==> config.mk <==
export PLATFORM = sky130hd
export DESIGN_NAME = ula_exec
export DESIGN_NICKNAME = d
export VERILOG_FILES = /design/src/rtl/ula_pkg.sv /design/src/rtl/ula_multu.sv /design/src/rtl/ula_exec.sv
export SDC_FILE = /design/constraint.sdc
export NUM_CORES = 1
export LEC_CHECK = 0
export CAP_MARGIN = 10
export CORE_ASPECT_RATIO = 1.4
export CORE_UTILIZATION = 31
export DETAILED_ROUTE_END_ITERATION = 8
export DONT_BUFFER_PORTS = 1
export HOLD_SLACK_MARGIN = 0.05
export PLACE_DENSITY = 0.55
export SLEW_MARGIN = 20
export SYNTH_ARGS = -nofsm -noshare
export SYNTH_HDL_FRONTEND = slang
export SYNTH_SLANG_ARGS = --single-unit
==> constraint.sdc <==
create_clock -name clk -period 8.4 [get_ports clk]
set_input_delay 1.68 -clock clk [delete_from_list [all_inputs] [get_ports clk]]
set_output_delay 1.68 -clock clk [all_outputs]
set_load 0.03 [all_outputs]
==> src/rtl/ula_pkg.sv <==
// ula_pkg: ALU control codes and execute-stage FSM states, shared with the ALU control decoder.
package ula_pkg;
    localparam logic [3:0] ALU_AND   = 4'b0000;
    localparam logic [3:0] ALU_OR    = 4'b0001;
    localparam logic [3:0] ALU_ADD   = 4'b0010;
    localparam logic [3:0] ALU_SUB   = 4'b0110;
    localparam logic [3:0] ALU_SLT   = 4'b0111;
    localparam logic [3:0] ALU_MULTU = 4'b1000;
    typedef enum logic [1:0] {IDLE, DONE, MULT} state_t;
endpackage

==> src/rtl/ula_multu.sv <==
// ula_multu: iterative shift-add unsigned multiplier, one bit of the multiplier per cycle.
module ula_multu #(
    parameter int WIDTH = 32
) (
    input  logic               clk,
    input  logic               rst_n,
    input  logic               start,
    input  logic [WIDTH-1:0]   a,
    input  logic [WIDTH-1:0]   b,
    output logic               done,
    output logic [2*WIDTH-1:0] product
);
    localparam int CW = $clog2(WIDTH);
    logic [WIDTH-1:0]   mcand, mplier;
    logic [2*WIDTH-1:0] acc;
    logic [CW-1:0]      cnt;
    logic               run;
    logic [WIDTH:0]     upper;
    // product is the accumulator after this cycle's step, so the last step can be captured directly
    always_comb begin
        upper   = {1'b0, acc[2*WIDTH-1:WIDTH]} + (mplier[0] ? {1'b0, mcand} : '0);
        product = (2*WIDTH)'({upper, acc[WIDTH-1:0]} >> 1);
        done    = run && &cnt;
    end
    always_ff @(posedge clk) begin
        if (!rst_n) begin
            mcand  <= '0;
            mplier <= '0;
            acc    <= '0;
            cnt    <= '0;
            run    <= 1'b0;
        end else if (start) begin
            mcand  <= a;
            mplier <= b;
            acc    <= '0;
            cnt    <= '0;
            run    <= 1'b1;
        end else if (run) begin
            acc    <= product;
            mplier <= mplier >> 1;
            cnt    <= cnt + 1'b1;
            run    <= !(&cnt);
        end
    end
endmodule

==> src/rtl/ula_exec.sv <==
// ula_exec: registered execute-stage ALU; define ULA_EXEC_MULT_EN to add the 32-cycle multu path.
module ula_exec
    import ula_pkg::*;
#(
    parameter int WIDTH = 32
) (
    input  logic             clk,
    input  logic             rst_n,
    input  logic             start,
    input  logic [3:0]       inputALU,
    input  logic [WIDTH-1:0] opA,
    input  logic [WIDTH-1:0] opB,
    output logic             busy,
    output logic             done,
    output logic [WIDTH-1:0] result,
    output logic [WIDTH-1:0] resultHi,
    output logic             zero,
    output logic             overflow,
    output logic             illegalOp
);
    state_t               state, nxt;
    logic                 is_mul, m_done, load, ill, ovf;
    logic [WIDTH-1:0]     sum, dif, alu, lo;
    logic [2*WIDTH-1:0]   prod;
`ifdef ULA_EXEC_MULT_EN
    assign is_mul = inputALU == ALU_MULTU;
    assign busy   = state == MULT;
    ula_multu #(.WIDTH(WIDTH)) u_multu (
        .clk     (clk),
        .rst_n   (rst_n),
        .start   (start && state != MULT && is_mul),
        .a       (opA),
        .b       (opB),
        .done    (m_done),
        .product (prod)
    );
`else
    assign is_mul = 1'b0;
    assign busy   = 1'b0;
    assign m_done = 1'b0;
    assign prod   = '0;
`endif
    always_comb begin
        sum = opA + opB;
        dif = opA - opB;
        alu = inputALU == ALU_ADD ? sum :
              inputALU == ALU_SUB ? dif :
              inputALU == ALU_AND ? opA & opB :
              inputALU == ALU_OR  ? opA | opB :
              inputALU == ALU_SLT ? {{(WIDTH-1){1'b0}}, $signed(opA) < $signed(opB)} : '0;
        ill = !(inputALU inside {ALU_ADD, ALU_SUB, ALU_AND, ALU_OR, ALU_SLT}) && !is_mul;
        ovf = inputALU == ALU_ADD ? (opA[WIDTH-1] == opB[WIDTH-1]) && (sum[WIDTH-1] != opA[WIDTH-1]) :
              inputALU == ALU_SUB ? (opA[WIDTH-1] != opB[WIDTH-1]) && (dif[WIDTH-1] != opA[WIDTH-1]) : 1'b0;
        lo  = state == MULT ? prod[WIDTH-1:0] : alu;
    end
    always_comb begin
        nxt  = IDLE;
        load = 1'b0;
        if (state == MULT) begin
            nxt  = m_done ? DONE : MULT;
            load = m_done;
        end else if (start) begin
            nxt  = is_mul ? MULT : DONE;
            load = !is_mul;
        end
    end
    always_ff @(posedge clk) begin
        if (!rst_n) begin
            state     <= IDLE;
            result    <= '0;
            resultHi  <= '0;
            zero      <= 1'b0;
            overflow  <= 1'b0;
            illegalOp <= 1'b0;
        end else begin
            state <= nxt;
            if (load) begin
                result    <= lo;
                resultHi  <= state == MULT ? prod[2*WIDTH-1:WIDTH] : '0;
                zero      <= lo == '0;
                overflow  <= state != MULT && ovf;
                illegalOp <= state != MULT && ill;
            end
        end
    end
    assign done = state == DONE;
endmodule

# Word level (Yosys, flattened, before mapping)
# Cells that the tools add are included.
word_totals:
  elab_cells: 44
  reg_bits: 37
  input_bits: 71
  output_inout_bits: 69
op_classes:
  n_addsub: 2
  bitwise_logic: 3
  reduce_logical: 9
  n_eq_ne: 11
  n_lt_le_gt_ge: 1
  muxes: 12
op_table:
  columns: ["op", "n"]
  rows:
  - ["$mux 32", 5]
  - ["$add 32x32->32", 1]
  - ["$and 32x32->32", 1]
  - ["$logic_not 32->1", 1]
  - ["$lt 32x32->1", 1]
  - ["$or 32x32->32", 1]
  - ["$sub 32x32->32", 1]
  - ["$eq 4x3->1 const B", 2]
  - ["$mux 1", 6]
  - ["$reduce_bool 5->1", 1]
  - ["$eq 4x1->1 const B", 1]
  - ["$eq 4x2->1 const B", 1]
  - ["$logic_and 1x1->1", 4]
  - ["$logic_not 4->1", 1]
  - ["$ne 1x1->1", 3]
  - ["$eq 2x1->1 const B", 1]
  - ["$eq 2x2->1 const B", 1]
  - ["$mux 2", 1]
  - ["$ne 2x2->1 const B", 1]
  - ["$reduce_or 2->1", 1]
  - ["$eq 1x1->1", 1]
  - ["$logic_not 1->1", 1]
  - ["$not 1->1", 1]

# Logic depth before layout (Yosys ltp)
# Gate-level depths: netlist (run 1).
depth:
  word_depth: 8
  ltp_mapped: 15
  mapped_depth_nobuf: 15

# Worst setup path after synthesis (run 1)
# No wires, ideal clock.
synth_path:
  kind: "input port to flip-flop"
  start: "in opA[0]"
  end: "reg zero"
  cell_stages: 13
  setup_ns: 0.084
  t_arrival_ns: 4.296
  n_path_buf: 0
  required_ns: 8.316
  path_slack_ns: 4.020
  cell_sequence: "ha_1 > fa_1 > a21o_1 > and4b_1 > nor2_1 > o21bai_1 > a2bb2oi_1 > or3_1 > nor4_1 > nand4b_1 > nor4_1 > nand4b_1 > o31ai_2"
synth_between:
  elab_chain_cells: 8
  elab_cells_between_ends: 12
  classes_between: "add/sub: 2; order compare: 1; mux: 6; bitwise: 2; reduce/logical: 1"
synth_rtl:
  columns: ["element", "line", "text"]
  rows:
  - ["from (decl)", "ula_exec.sv:11", "input logic [WIDTH-1:0] opA,"]
  - ["$lt 32x32->1", "ula_exec.sv:50", "inputALU == ALU_SLT ? {{(WIDTH-1){1'b0}}, $signed(opA) < $signed(opB)} : '0;"]
  - ["$mux 1", "ula_exec.sv:50", null]
  - ["$mux 32", "ula_exec.sv:49", "inputALU == ALU_OR ? opA | opB :"]
  - ["$mux 32", "ula_exec.sv:48", "inputALU == ALU_AND ? opA & opB :"]
  - ["$mux 32", "ula_exec.sv:47", "inputALU == ALU_SUB ? dif :"]
  - ["$mux 32 *", "ula_exec.sv:46", "alu = inputALU == ALU_ADD ? sum :"]
  - ["$mux 32 *", "ula_exec.sv:54", "lo = state == MULT ? prod[WIDTH-1:0] : alu;"]
  - ["$logic_not 32->1 *", "ula_exec.sv:80", "zero <= lo == '0;"]
  - ["to (signal assigned)", "ula_exec.sv:72", "zero <= 1'b0;"]
  - ["to (signal assigned)", "ula_exec.sv:80", null]
  - ["to (decl)", "ula_exec.sv:17", "output logic zero,"]
# Mark *: on every way between the ends. The rest lies on a longest branch, timed or not.
# A chain may end at the register's enable or synchronous reset.

# Worst setup path after layout (run 1)
layout_path:
  start: "in opB[1]"
  end: "reg zero"
layout_between:
  elab_chain_cells: 8
  elab_cells_between_ends: 12
  classes_between: "add/sub: 2; order compare: 1; mux: 6; bitwise: 2; reduce/logical: 1"
layout_rtl:
  columns: ["element", "line", "text"]
  rows:
  - ["from (decl)", "ula_exec.sv:12", "input logic [WIDTH-1:0] opB,"]
  - ["$lt 32x32->1", "ula_exec.sv:50", null]
  - ["$mux 1", "ula_exec.sv:50", null]
  - ["$mux 32", "ula_exec.sv:49", null]
  - ["$mux 32", "ula_exec.sv:48", null]
  - ["$mux 32", "ula_exec.sv:47", null]
  - ["$mux 32 *", "ula_exec.sv:46", null]
  - ["$mux 32 *", "ula_exec.sv:54", null]
  - ["$logic_not 32->1 *", "ula_exec.sv:80", null]
# Marked as above.

==> results of run 1 <==
[power groups by stage]
stage	Combinational [mW]	Clock [mW]	Sequential [mW]
2_1_floorplan	0.321	0	0.211
3_3_place_gp	0.400	0	0.214
3_5_place_dp	0.400	0	0.214
4_1_cts	0.402	0.224	0.210
5_1_grt	0.447	0.231	0.211
6_report	0.410	0.221	0.210
[worst max-delay path, cell delays in order]
cell and delay (ns):
sky130_fd_sc_hd__inv_1 0.06, sky130_fd_sc_hd__ha_1 0.31, sky130_fd_sc_hd__a211oi_1 0.33, sky130_fd_sc_hd__o21ai_1 0.10
sky130_fd_sc_hd__buf_4 0.17, sky130_fd_sc_hd__a211oi_1 0.51, sky130_fd_sc_hd__nor2_1 0.12, sky130_fd_sc_hd__o21ai_0 0.71
sky130_fd_sc_hd__o21ai_0 0.27, sky130_fd_sc_hd__nor3_1 0.19, sky130_fd_sc_hd__nor2_1 0.09, sky130_fd_sc_hd__a32o_1 0.24
sky130_fd_sc_hd__nand2b_1 0.16, sky130_fd_sc_hd__o31ai_2 0.21
[per-layer routing]
layer | vias up | track usage
li1 | 3511 | -
met1 | 3513 | 0.240
met2 | 316 | 0.416
met3 | 95 | 0.0329
met4 | 0 | 0.171
met5 | - | 0
[registers in the layout, summed over array words and instances (netlist names)]
name,cells
zero,1
illegalOp,1
overflow,1
result,32
state,2
[layout make-up]
type                    count  area, um^2  area share
inverters                  94         353      0.0482
well taps                 301         377      0.0515
clock buffers               6         139      0.0190
repair buffers              7        52.6     0.00718
multi-input cells         834        5620       0.768
flip-flops and latches     37         741       0.101
clock inverters             2        37.5     0.00513
[cells in the mapped netlist, types with 9 or more instances]
library cell and instances:
sky130_fd_sc_hd__nand4_1 9, sky130_fd_sc_hd__inv_1 93, sky130_fd_sc_hd__nor4_1 14, sky130_fd_sc_hd__ha_1 96
sky130_fd_sc_hd__nor2b_1 24, sky130_fd_sc_hd__nand2b_1 11, sky130_fd_sc_hd__a22oi_1 18, sky130_fd_sc_hd__nor3_1 27
sky130_fd_sc_hd__a21o_1 11, sky130_fd_sc_hd__and3_1 10, sky130_fd_sc_hd__nand2_1 94, sky130_fd_sc_hd__xnor2_1 11
sky130_fd_sc_hd__o21ai_1 9, sky130_fd_sc_hd__a21oi_1 99, sky130_fd_sc_hd__clkbuf_1 37, sky130_fd_sc_hd__buf_2 14
sky130_fd_sc_hd__o21ai_0 52, sky130_fd_sc_hd__buf_4 38, sky130_fd_sc_hd__a211oi_1 13, sky130_fd_sc_hd__dfxtp_1 37
sky130_fd_sc_hd__and2_1 13, sky130_fd_sc_hd__o211a_1 12, sky130_fd_sc_hd__nor2_1 91, sky130_fd_sc_hd__o31ai_1 11
sky130_fd_sc_hd__nand3_1 12, sky130_fd_sc_hd__o211ai_1 19
[stage by stage]
step,hold WS (ns),utilization
after floorplan,0.587,-
after global placement,0.611,0.317
after detailed placement,0.612,0.317
after CTS,0.620,0.325
after global routing,0.656,0.325
final,0.616,0.325
[cells in the final DEF (no fill, tap or decap), drive strengths merged, types with 12 or more instances in the layout]
cell,instances
a21oi,100
nand2b,12
conb,33
ha,96
nor2b,24
o21ai,61
inv,94
nor2,92
o211ai,19
nand3,12
a211oi,14
and2,13
nand2,94
o211a,12
nor3,28
o31ai,12
nor4,15
a22oi,18
dfxtp,37
[worst max-delay path by stage]
stage / from / to / slack, ns / depth (start not counted)
final: opB[1] / zero / 3.45 / 14
after global routing: opB[1] / zero / 3.17 / 14
after CTS: inputALU[2] / zero / 3.53 / 10
after detailed placement: inputALU[2] / zero / 3.24 / 10
after global placement: inputALU[2] / zero / 3.23 / 10
after floorplan: opA[0] / zero / 4.02 / 13
[cells by family (layout without fill, tap and decap cells)]
kind of cell    count (synthesis)  in the layout  share of synthesized area
flops                          37             37                      0.104
other cells                     1             33                   0.000528
compound gates                343            343                      0.336
mux                             5              5                    0.00723
buf+inv                       188            109                      0.122
fa+ha+maj                      98             98                      0.175
xor+xnor                       17             17                     0.0210
simple gates                  338            338                      0.234
==> flow_summary.rst, run 1 <==
.. list-table::
   :header-rows: 1

   * - Metric
     - Value
   * - Biggest area consumer among synthesized cells
     - sky130_fd_sc_hd__ha_1
   * - Required time of the critical path
     - ~8.6 ns
   * - Gr ovfl total
     - 0
   * - Number of buffers inserted during clock tree synthesis
     - 5
   * - Placed Area
     - around 7100 um^2
   * - Min Tclk post-route
     - 4.95 ns
   * - Power density relative to cell area
     - 115 nW/um^2
   * - Setup_tns
     - 0 ns
   * - Final routed DRC violation total
     - 0
   * - Worst reg-to-reg path cell count
     - 11
   * - Number of buffers inserted by port buffering
     - 0
   * - Iteration-0 DRC count of the detailed router
     - 704
   * - Critical Path Start Type
     - primary input
   * - Instance count of the mapped netlist
     - 1,027
   * - Number of max-slew violations in the final report
     - 0
   * - Number of antenna violations at the first check in global routing
     - 0
   * - Sequential cell fraction of total power
     - 0.250
   * - Post-cts sizing count
     - 0
   * - Die outline area
     - ~24,000 um^2
   * - Maxcap violations
     - 0
   * - RSZ-0062 raised after global routing
     - no
   * - Post-Layout Inst Area
     - about 7300 um^2
   * - Hold Path Cell Cnt
     - 2
   * - Clk root buf
     - sky130_fd_sc_hd__clkbuf_16
   * - Layout-stage area growth over the synthesis result
     - 3.12%
   * - Number of endpoints failing setup at the final stage
     - 0
   * - Number of clock sinks
     - 37
   * - Largest net degree at the start of global routing
     - 61
   * - Clk_skew
     - approximately 0.0016 ns
   * - Clock-pin slew on the worst setup and hold paths
     - 0.06 ns
   * - Actual transition at the worst max-transition pin
     - 1.15 ns
   * - Hold buffers post-CTS
     - 0
   * - Share of synthesized flip-flops with an asynchronous set or reset
     - 0
   * - Synth area leaders
     - sky130_fd_sc_hd__ha_1 17%, sky130_fd_sc_hd__dfxtp_1 10%, sky130_fd_sc_hd__a21oi_1 7.0%, sky130_fd_sc_hd__nand2_1 5.0%, sky130_fd_sc_hd__inv_1 4.9%
   * - Net total in the final layout
     - 1,148
   * - TritonRoute pass-1 iters
     - 6
   * - Core Area
     - between 20,000 and 25,000 um^2
   * - Vertical die dimension
     - 181 um
   * - Total power consumption of the routed design
     - 0.841 mW
   * - Dpl hpwl
     - roughly 22 mm
   * - Topmost layer with routed signal wires
     - met4
   * - Leakage power
     - approximately 3.2 nW
   * - CP Max Fanout
     - 6
   * - Detailed-route wire length per cell
     - roughly 21 um
   * - Final Hold Viols
     - 0
   * - Outcome
     - completed
   * - DIE WIDTH
     - 130 um
   * - Vias per Instance
     - between 5 and 6
   * - Per-instance average area after synthesis
     - roughly 7 um^2
   * - Routed length on met1
     - 9.88 mm
   * - Worst setup EP type
     - register
   * - Detail Route Antenna Nets
     - 0
   * - Internal
     - 0.470 mW
   * - Layout cells sized above 1
     - 0.0408
   * - HP Class
     - register to register
   * - N_diodes
     - 0
   * - Flop2flop setup slack
     - 5.44 ns
   * - Count of boundary I/O pins
     - 140
   * - Kind of critical path
     - primary input to register
   * - Detail Route met2 WL
     - 14.0 mm
   * - DP Cell Count
     - between 1,000 and 1,500
   * - Non-filler cells in the finished layout
     - 1,281
   * - First-pass GRT wire length
     - 41.5 mm
   * - DRT Wirelength
     - roughly 27 mm
   * - H-Tree Level Count
     - 2
   * - Final worst slack
     - between 3 and 4 ns
   * - Gate power share
     - 0.488
   * - Number of warnings printed during yosys synthesis
     - 0
   * - Number of library cell types mapped by synthesis
     - 86
   * - Commonest register cell after synthesis
     - sky130_fd_sc_hd__dfxtp_1
   * - Global placement routability congestion
     - 0.965
   * - Portion of total power attributed to the clock network
     - 0.262
   * - Critical register-to-register path startpoint
     - state[0]
   * - Total of flip-flops plus latches after synthesis
     - 37
   * - Clock insertion delay at the later pin of the skew report
     - 0.28 ns
   * - Setup Buffers After CTS
     - 0
   * - Area share of the largest cell type after synthesis
     - 0.169
   * - Proportion of total power due to net switching
     - 0.441
   * - Maximum operating frequency
     - a little over 0.2 GHz
   * - Max_slew headroom
     - 0.232
   * - Net switching power
     - 0.371 mW
   * - Reg2reg end
     - zero
   * - Via count of the first global-routing pass
     - approximately 7,300
   * - Routed wl met3
     - 1.41 mm
   * - Post-placement setup slack
     - between 3 and 4 ns
   * - Final period utilization
     - 0.589
   * - Part of the Yosys area used for sequential elements
     - 0.104
   * - Worst Hold End
     - result[4]
   * - Max Root-Sink Buffers
     - 2
   * - Row cnt
     - 65
   * - Cell area after synthesis
     - 7100 um^2
   * - Fill count
     - 2,503
   * - Starting utilization of the core area
     - 0.315
   * - All-layer global routing usage
     - 0.232
   * - Clock tree from TritonCTS
     - done
   * - Signal arrival time at the worst endpoint
     - 5.15 ns
   * - Count of vias placed by the detailed router
     - 7,435
   * - Number of enable-type register cells in the synthesized netlist
     - 0
   * - Highest ir drop seen on vdd
     - 0.0740 mV
   * - Source of the worst hold timing path
     - result[4]
No activity file was read; power rests on OpenSTA's default activity.
==> run 2, diff against run 1 <==
Clock period 8.4 ns to 5.1 ns, I/O delays scaled along.
==> flow_summary.rst, run 2 (synthesized netlist as in run 1, its figures left out) <==
.. list-table::
   :header-rows: 1

   * - Metric
     - Value
   * - Kind of critical path
     - primary input to register (unchanged)
   * - Net total in the final layout
     - 1,156 (was 1,148)
   * - Min Tclk post-route
     - 4.29 ns
   * - HP Class
     - register to register (unchanged)
   * - Via count of the first global-routing pass
     - 7,227 (was 7,315)
   * - N_diodes
     - 0 (unchanged)
   * - Max_slew headroom
     - 0.310 (was 0.232)
   * - Worst setup EP type
     - register (unchanged)
   * - Number of antenna violations at the first check in global routing
     - 0 (unchanged)
   * - Actual transition at the worst max-transition pin
     - 1.03 ns (was 1.15 ns)
   * - Register ranked first by flip-flop count
     - result (unchanged)
   * - Hold buffers post-CTS
     - 0 (unchanged)
   * - Number of clock sinks
     - 37 (unchanged)
   * - Starting utilization of the core area
     - 0.315 (unchanged)
   * - Layout cells sized above 1
     - 0.0486 (was 0.0408)
   * - Setup_tns
     - 0 ns (unchanged)
   * - Layout-stage area growth over the synthesis result
     - 3.63% (was 3.12%)
   * - Count of boundary I/O pins
     - 140 (unchanged)
   * - TritonRoute pass-1 iters
     - 6 (unchanged)
   * - Clock tree from TritonCTS
     - done (unchanged)
   * - Count of vias placed by the detailed router
     - 7,467 (was 7,435)
   * - Number of endpoints failing setup at the final stage
     - 0 (unchanged)
   * - Power density relative to cell area
     - 183 nW/um^2 (was 115 nW/um^2)
   * - Top library cells by usage in the layout, fill and taps aside
     - 99 x sky130_fd_sc_hd__a21oi_1, 96 x sky130_fd_sc_hd__ha_1, 94 x sky130_fd_sc_hd__nand2_1 (unchanged)
   * - Dpl hpwl
     - 22.3 mm (was 21.9 mm)
   * - CP Max Fanout
     - 15 (was 6)
   * - Critical Path Start Type
     - primary input (unchanged)
   * - Final routed DRC violation total
     - 0 (unchanged)
   * - Leakage power
     - 3.25 nW (was 3.22 nW)
   * - Vias per Instance
     - 5.79 (was 5.80)
   * - Top Registers
     - result: 32 flops, state: 2 flops (unchanged)
   * - Signal arrival time at the worst endpoint
     - 4.48 ns (was 5.15 ns)
   * - Die outline area
     - 23,500 um^2 (unchanged)
   * - Largest net degree at the start of global routing
     - 61 (unchanged)
   * - DRT Wirelength
     - 27.7 mm (was 27.5 mm)
   * - Iteration-0 DRC count of the detailed router
     - 456 (was 704)
   * - Detailed-route wire length per cell
     - 21.5 um (was 21.4 um)
   * - First-pass GRT wire length
     - 41.7 mm (was 41.5 mm)
   * - Row cnt
     - 65 (unchanged)
   * - Outcome
     - completed (unchanged)
   * - All-layer global routing usage
     - 0.234 (was 0.232)
   * - RSZ-0062 raised after global routing
     - no (unchanged)
   * - Final period utilization
     - 0.840
   * - Max Root-Sink Buffers
     - 2 (unchanged)
   * - Flip-flop count of the largest register after layout
     - 32 (unchanged)
   * - Core Area
     - 22,500 um^2 (unchanged)
   * - Number of buffers inserted by port buffering
     - 0 (unchanged)
   * - Number of buffers inserted during clock tree synthesis
     - 5 (unchanged)
   * - Clk_skew
     - 0.00292 ns (was 0.00159 ns)
   * - Global placement routability congestion
     - 0.988 (was 0.965)
   * - Gr ovfl total
     - 0 (unchanged)
   * - Vertical die dimension
     - 181 um (unchanged)
   * - Required time of the critical path
     - 5.29 ns (was 8.60 ns)
   * - Final Hold Viols
     - 0 (unchanged)
   * - DIE WIDTH
     - 130 um (unchanged)
   * - Most common cell after layout, fill and taps aside
     - sky130_fd_sc_hd__a21oi_1 (unchanged)
   * - Detail Route Antenna Nets
     - 0 (unchanged)
   * - Setup Buffers After CTS
     - 0 (unchanged)
   * - Maxcap violations
     - 0 (unchanged)
   * - Clock-pin slew on the worst setup and hold paths
     - 0.06 ns (about the same)
   * - Highest ir drop seen on vdd
     - 0.126 mV (was 0.0740 mV)
   * - Fraction of the core area covered by cells at the end of the flow
     - 0.326 (was 0.325)
   * - H-Tree Level Count
     - 2 (unchanged)
   * - Clock insertion delay at the later pin of the skew report
     - 0.28 ns (about the same)
   * - Clk root buf
     - sky130_fd_sc_hd__clkbuf_16 (unchanged)
   * - Maximum operating frequency
     - ~0.23 GHz
   * - Post-cts sizing count
     - 0 (unchanged)
   * - Number of max-slew violations in the final report
     - 0 (unchanged)
run 2: metrics by stage:
stage	setup slack (ns)	power, mW	instance area [um^2]	hold slack [ns]	cells
after floorplan	1.38	0.876	7220	0.587	1059
final	0.814	1.34	7350	0.620	1289
after detailed placement	0.620	1.02	7200	0.621	1281
after global routing	0.553	1.42	7350	0.644	1289
after CTS	0.889	1.34	7350	0.628	1289
after global placement	0.620	1.02	7200	0.608	1281
run 2: path summary, 6_finish.rpt:
path	from	end	slack (ns)	cells after the start
setup / recovery	opB[9]	zero	0.81	13
hold / removal	result[4]	result[4]	0.62	2
setup reg to reg	state[1]	zero	2.13	11
hold reg to reg	result[4]	result[4]	0.62	2
run 2: cell type report:
cell class / count / area [um^2]
multi-input cells: 834 / 5620
flip-flops and latches: 37 / 741
clock inverters: 2 / 13.8
well taps: 301 / 377
fillers: 2506 / 15200
clock buffers: 6 / 139
repair buffers: 15 / 113
inverters: 94 / 353
run 2: metal layers:
| metal | track usage | vias up | wire length (um) |
|---|---|---|---|
| li1 | - | 3523 | - |
| met1 | 0.232 | 3536 | 9520 |
| met2 | 0.431 | 314 | 14300 |
| met3 | 0.0400 | 94 | 1670 |
| met4 | 0.165 | 0 | 2180 |
| met5 | 0 | - | 0 |
run 2: critical path, cell delays in order:
cell and delay, ns:
sky130_fd_sc_hd__inv_1 0.04, sky130_fd_sc_hd__ha_1 0.48, sky130_fd_sc_hd__inv_1 0.15, sky130_fd_sc_hd__a21oi_1 0.10, sky130_fd_sc_hd__o31ai_1 0.76, sky130_fd_sc_hd__o21ai_1 0.09
sky130_fd_sc_hd__and3_1 0.18, sky130_fd_sc_hd__a211o_1 0.29, sky130_fd_sc_hd__a22oi_1 0.49, sky130_fd_sc_hd__o2111ai_1 0.19, sky130_fd_sc_hd__nor4_1 0.26, sky130_fd_sc_hd__nand4b_1 0.16
sky130_fd_sc_hd__o31ai_2 0.27
run 2: power breakdown:
part	internal, mW	total [mW]	switching, mW
combinational	0.231	0.683	0.452
sequential	0.304	0.346	0.0415
clock	0.194	0.315	0.121
==> run 3, diff against run 2 <==
Clock period 5.1 ns to 4.4 ns, I/O delays scaled along.
==> flow_summary.rst, run 3 (synthesized netlist as in run 1, its figures left out) <==
.. list-table::
   :header-rows: 1

   * - Metric
     - Value
   * - Outcome
     - completed (unchanged)
   * - Register Area
     - 741 um^2 (unchanged)
   * - Via count of the first global-routing pass
     - 7,273 (was 7,227)
   * - Largest net degree at the start of global routing
     - 61 (unchanged)
   * - Starting utilization of the core area
     - 0.315 (unchanged)
   * - Total power consumption of the routed design
     - 1.58 mW (was 1.34 mW)
   * - Detailed-route wire length per cell
     - 21.1 um (was 21.5 um)
   * - H-Tree Level Count
     - 2 (unchanged)
   * - HP Class
     - register to register (unchanged)
   * - DIE WIDTH
     - 130 um (unchanged)
   * - Detail Route Antenna Nets
     - 0 (unchanged)
   * - Clock-pin slew on the worst setup and hold paths
     - 0.06 ns (about the same)
   * - CP Max Fanout
     - 4 (was 15)
   * - Kind of critical path
     - primary input to register (unchanged)
   * - Number of clock sinks
     - 37 (unchanged)
   * - Worst setup EP type
     - register (unchanged)
   * - Post-placement setup slack
     - 0.146 ns (was 0.620 ns)
   * - Hold buffers post-CTS
     - 0 (unchanged)
   * - Layout-stage area growth over the synthesis result
     - 5.54% (was 3.63%)
   * - Worst reg-to-reg path cell count
     - 11 (unchanged)
   * - Critical register-to-register path startpoint
     - state[0] (was state[1])
   * - Setup Buffers After CTS
     - 0 (unchanged)
   * - Flip-flop count of the largest register after layout
     - 32 (unchanged)
   * - Max Root-Sink Buffers
     - 2 (unchanged)
   * - Clk_skew
     - 0.00387 ns (was 0.00292 ns)
   * - Gr ovfl total
     - 0 (unchanged)
   * - Hold Path Cell Cnt
     - 2 (unchanged)
   * - Clock tree from TritonCTS
     - done (unchanged)
   * - TritonRoute pass-1 iters
     - 7 (was 6)
   * - Global placement routability congestion
     - 0.994 (was 0.988)
   * - Clock insertion delay at the later pin of the skew report
     - 0.28 ns (about the same)
   * - DRT Wirelength
     - 27.6 mm (was 27.7 mm)
   * - Placed Area
     - 7340 um^2 (was 7200 um^2)
   * - Register ranked first by flip-flop count
     - result (unchanged)
   * - Worst Hold End
     - state[1] (was result[4])
   * - Min Tclk post-route
     - 4.07 ns
   * - Setup_tns
     - 0 ns (unchanged)
   * - All-layer global routing usage
     - 0.232 (was 0.234)
   * - Number of max-slew violations in the final report
     - 0 (unchanged)
   * - Net total in the final layout
     - 1,174 (was 1,156)
   * - Number of antenna violations at the first check in global routing
     - 0 (unchanged)
   * - Count of boundary I/O pins
     - 140 (unchanged)
   * - Max_slew headroom
     - 0.330 (was 0.310)
   * - Required time of the critical path
     - 4.60 ns (was 5.29 ns)
   * - Post-Layout Inst Area
     - 7490 um^2 (was 7350 um^2)
   * - Core Area
     - 22,500 um^2 (unchanged)
   * - Final period utilization
     - 0.924
   * - Highest ir drop seen on vdd
     - 0.149 mV (was 0.126 mV)
   * - Vias per Instance
     - 5.74 (was 5.79)
   * - Leakage power
     - 3.34 nW (was 3.25 nW)
   * - Dpl hpwl
     - 22.2 mm (was 22.3 mm)
   * - Row cnt
     - 65 (unchanged)
   * - Fill count
     - 2,488 (was 2,506)
   * - Final worst slack
     - 0.334 ns (was 0.814 ns)
   * - RSZ-0062 raised after global routing
     - no (unchanged)
   * - Die outline area
     - 23,500 um^2 (unchanged)
   * - Most common cell after layout, fill and taps aside
     - sky130_fd_sc_hd__a21oi_1 (unchanged)
   * - Critical Path Start Type
     - primary input (unchanged)
   * - Crit path from
     - opA[0] (was opB[9])
   * - Layout cells sized above 1
     - 0.0656 (was 0.0486)
   * - Count of vias placed by the detailed router
     - 7,507 (was 7,467)
   * - Final Hold Viols
     - 0 (unchanged)
   * - Signal arrival time at the worst endpoint
     - 4.27 ns (was 4.48 ns)
   * - Top library cells by usage in the layout, fill and taps aside
     - 99 x sky130_fd_sc_hd__a21oi_1, 96 x sky130_fd_sc_hd__ha_1, 94 x sky130_fd_sc_hd__nand2_1 (unchanged)
   * - Reg2reg end
     - zero (unchanged)
   * - Post-cts sizing count
     - 0 (unchanged)
   * - First-pass GRT wire length
     - 41.5 mm (was 41.7 mm)
   * - Top Registers
     - result: 32 flops, state: 2 flops (unchanged)
   * - Final routed DRC violation total
     - 0 (unchanged)
   * - Power density relative to cell area
     - 211 nW/um^2 (was 183 nW/um^2)
   * - Flop2flop setup slack
     - 1.41 ns (was 2.13 ns)
   * - Number of buffers inserted during clock tree synthesis
     - 5 (unchanged)
   * - Maxcap violations
     - 0 (unchanged)
   * - Maximum operating frequency
     - 0.246 GHz
   * - Source of the worst hold timing path
     - state[0] (was result[4])
   * - Worst hold slack
     - 0.599 ns (was 0.620 ns)
   * - Iteration-0 DRC count of the detailed router
     - 654 (was 456)
   * - N_diodes
     - 0 (unchanged)
   * - Actual transition at the worst max-transition pin
     - 0.997 ns (was 1.03 ns)
   * - Number of buffers inserted by port buffering
     - 0 (unchanged)
   * - Clk root buf
     - sky130_fd_sc_hd__clkbuf_16 (unchanged)
   * - Multi-input combinational cell area
     - 5620 um^2 (unchanged)
   * - Vertical die dimension
     - 181 um (unchanged)
   * - Number of endpoints failing setup at the final stage
     - 0 (unchanged)
[run 3: critical path: stages]
cell,delay (ns)
sky130_fd_sc_hd__ha_1,0.26
sky130_fd_sc_hd__fa_1,0.46
sky130_fd_sc_hd__a21o_1,0.20
sky130_fd_sc_hd__and4b_1,0.22
sky130_fd_sc_hd__o21ai_1,0.31
sky130_fd_sc_hd__a21oi_1,0.15
sky130_fd_sc_hd__a211oi_1,0.51
sky130_fd_sc_hd__o21ai_1,0.16
sky130_fd_sc_hd__xor2_1,0.17
sky130_fd_sc_hd__a221oi_1,0.45
sky130_fd_sc_hd__o211a_1,0.24
sky130_fd_sc_hd__a31oi_1,0.09
sky130_fd_sc_hd__o31ai_2,0.16
[run 3: cell type report]
class	count	area share
Clock buffer	6	0.0185
Clock inverter	2	0.00184
Inverter	94	0.0471
Multi-Input combinational cell	834	0.750
Sequential cell	37	0.0989
Tap cell	301	0.0503
Timing Repair Buffer	33	0.0331
[run 3: worst max path at each step]
stage,endpoint,slack [ns],depth (start not counted)
floorplan,zero,0.82,13
global route,zero,0.25,13
CTS,zero,0.41,13
detailed placement,zero,0.15,13
global placement,zero,0.15,13
finish,zero,0.33,13
[run 3: where the power goes]
part	internal [mW]	switching, mW	leakage (nW)
clock network	0.225	0.142	0.0768
logic	0.282	0.528	2.96
registers	0.353	0.0480	0.303
[run 3: per-layer routing]
metal | GRT usage | vias to the layer above | wire length [um]
met4 | 0.182 | 0 | 2470
met1 | 0.241 | 3507 | 9960
met3 | 0.0278 | 101 | 1440
met5 | 0 | - | 0
li1 | - | 3559 | -
met2 | 0.415 | 340 | 13700
[run 3: stage by stage]
step,util,instances
CTS,0.332,1307
global placement,0.326,1299
detailed placement,0.326,1299
finish,0.332,1307
global route,0.332,1307
floorplan,-,1059
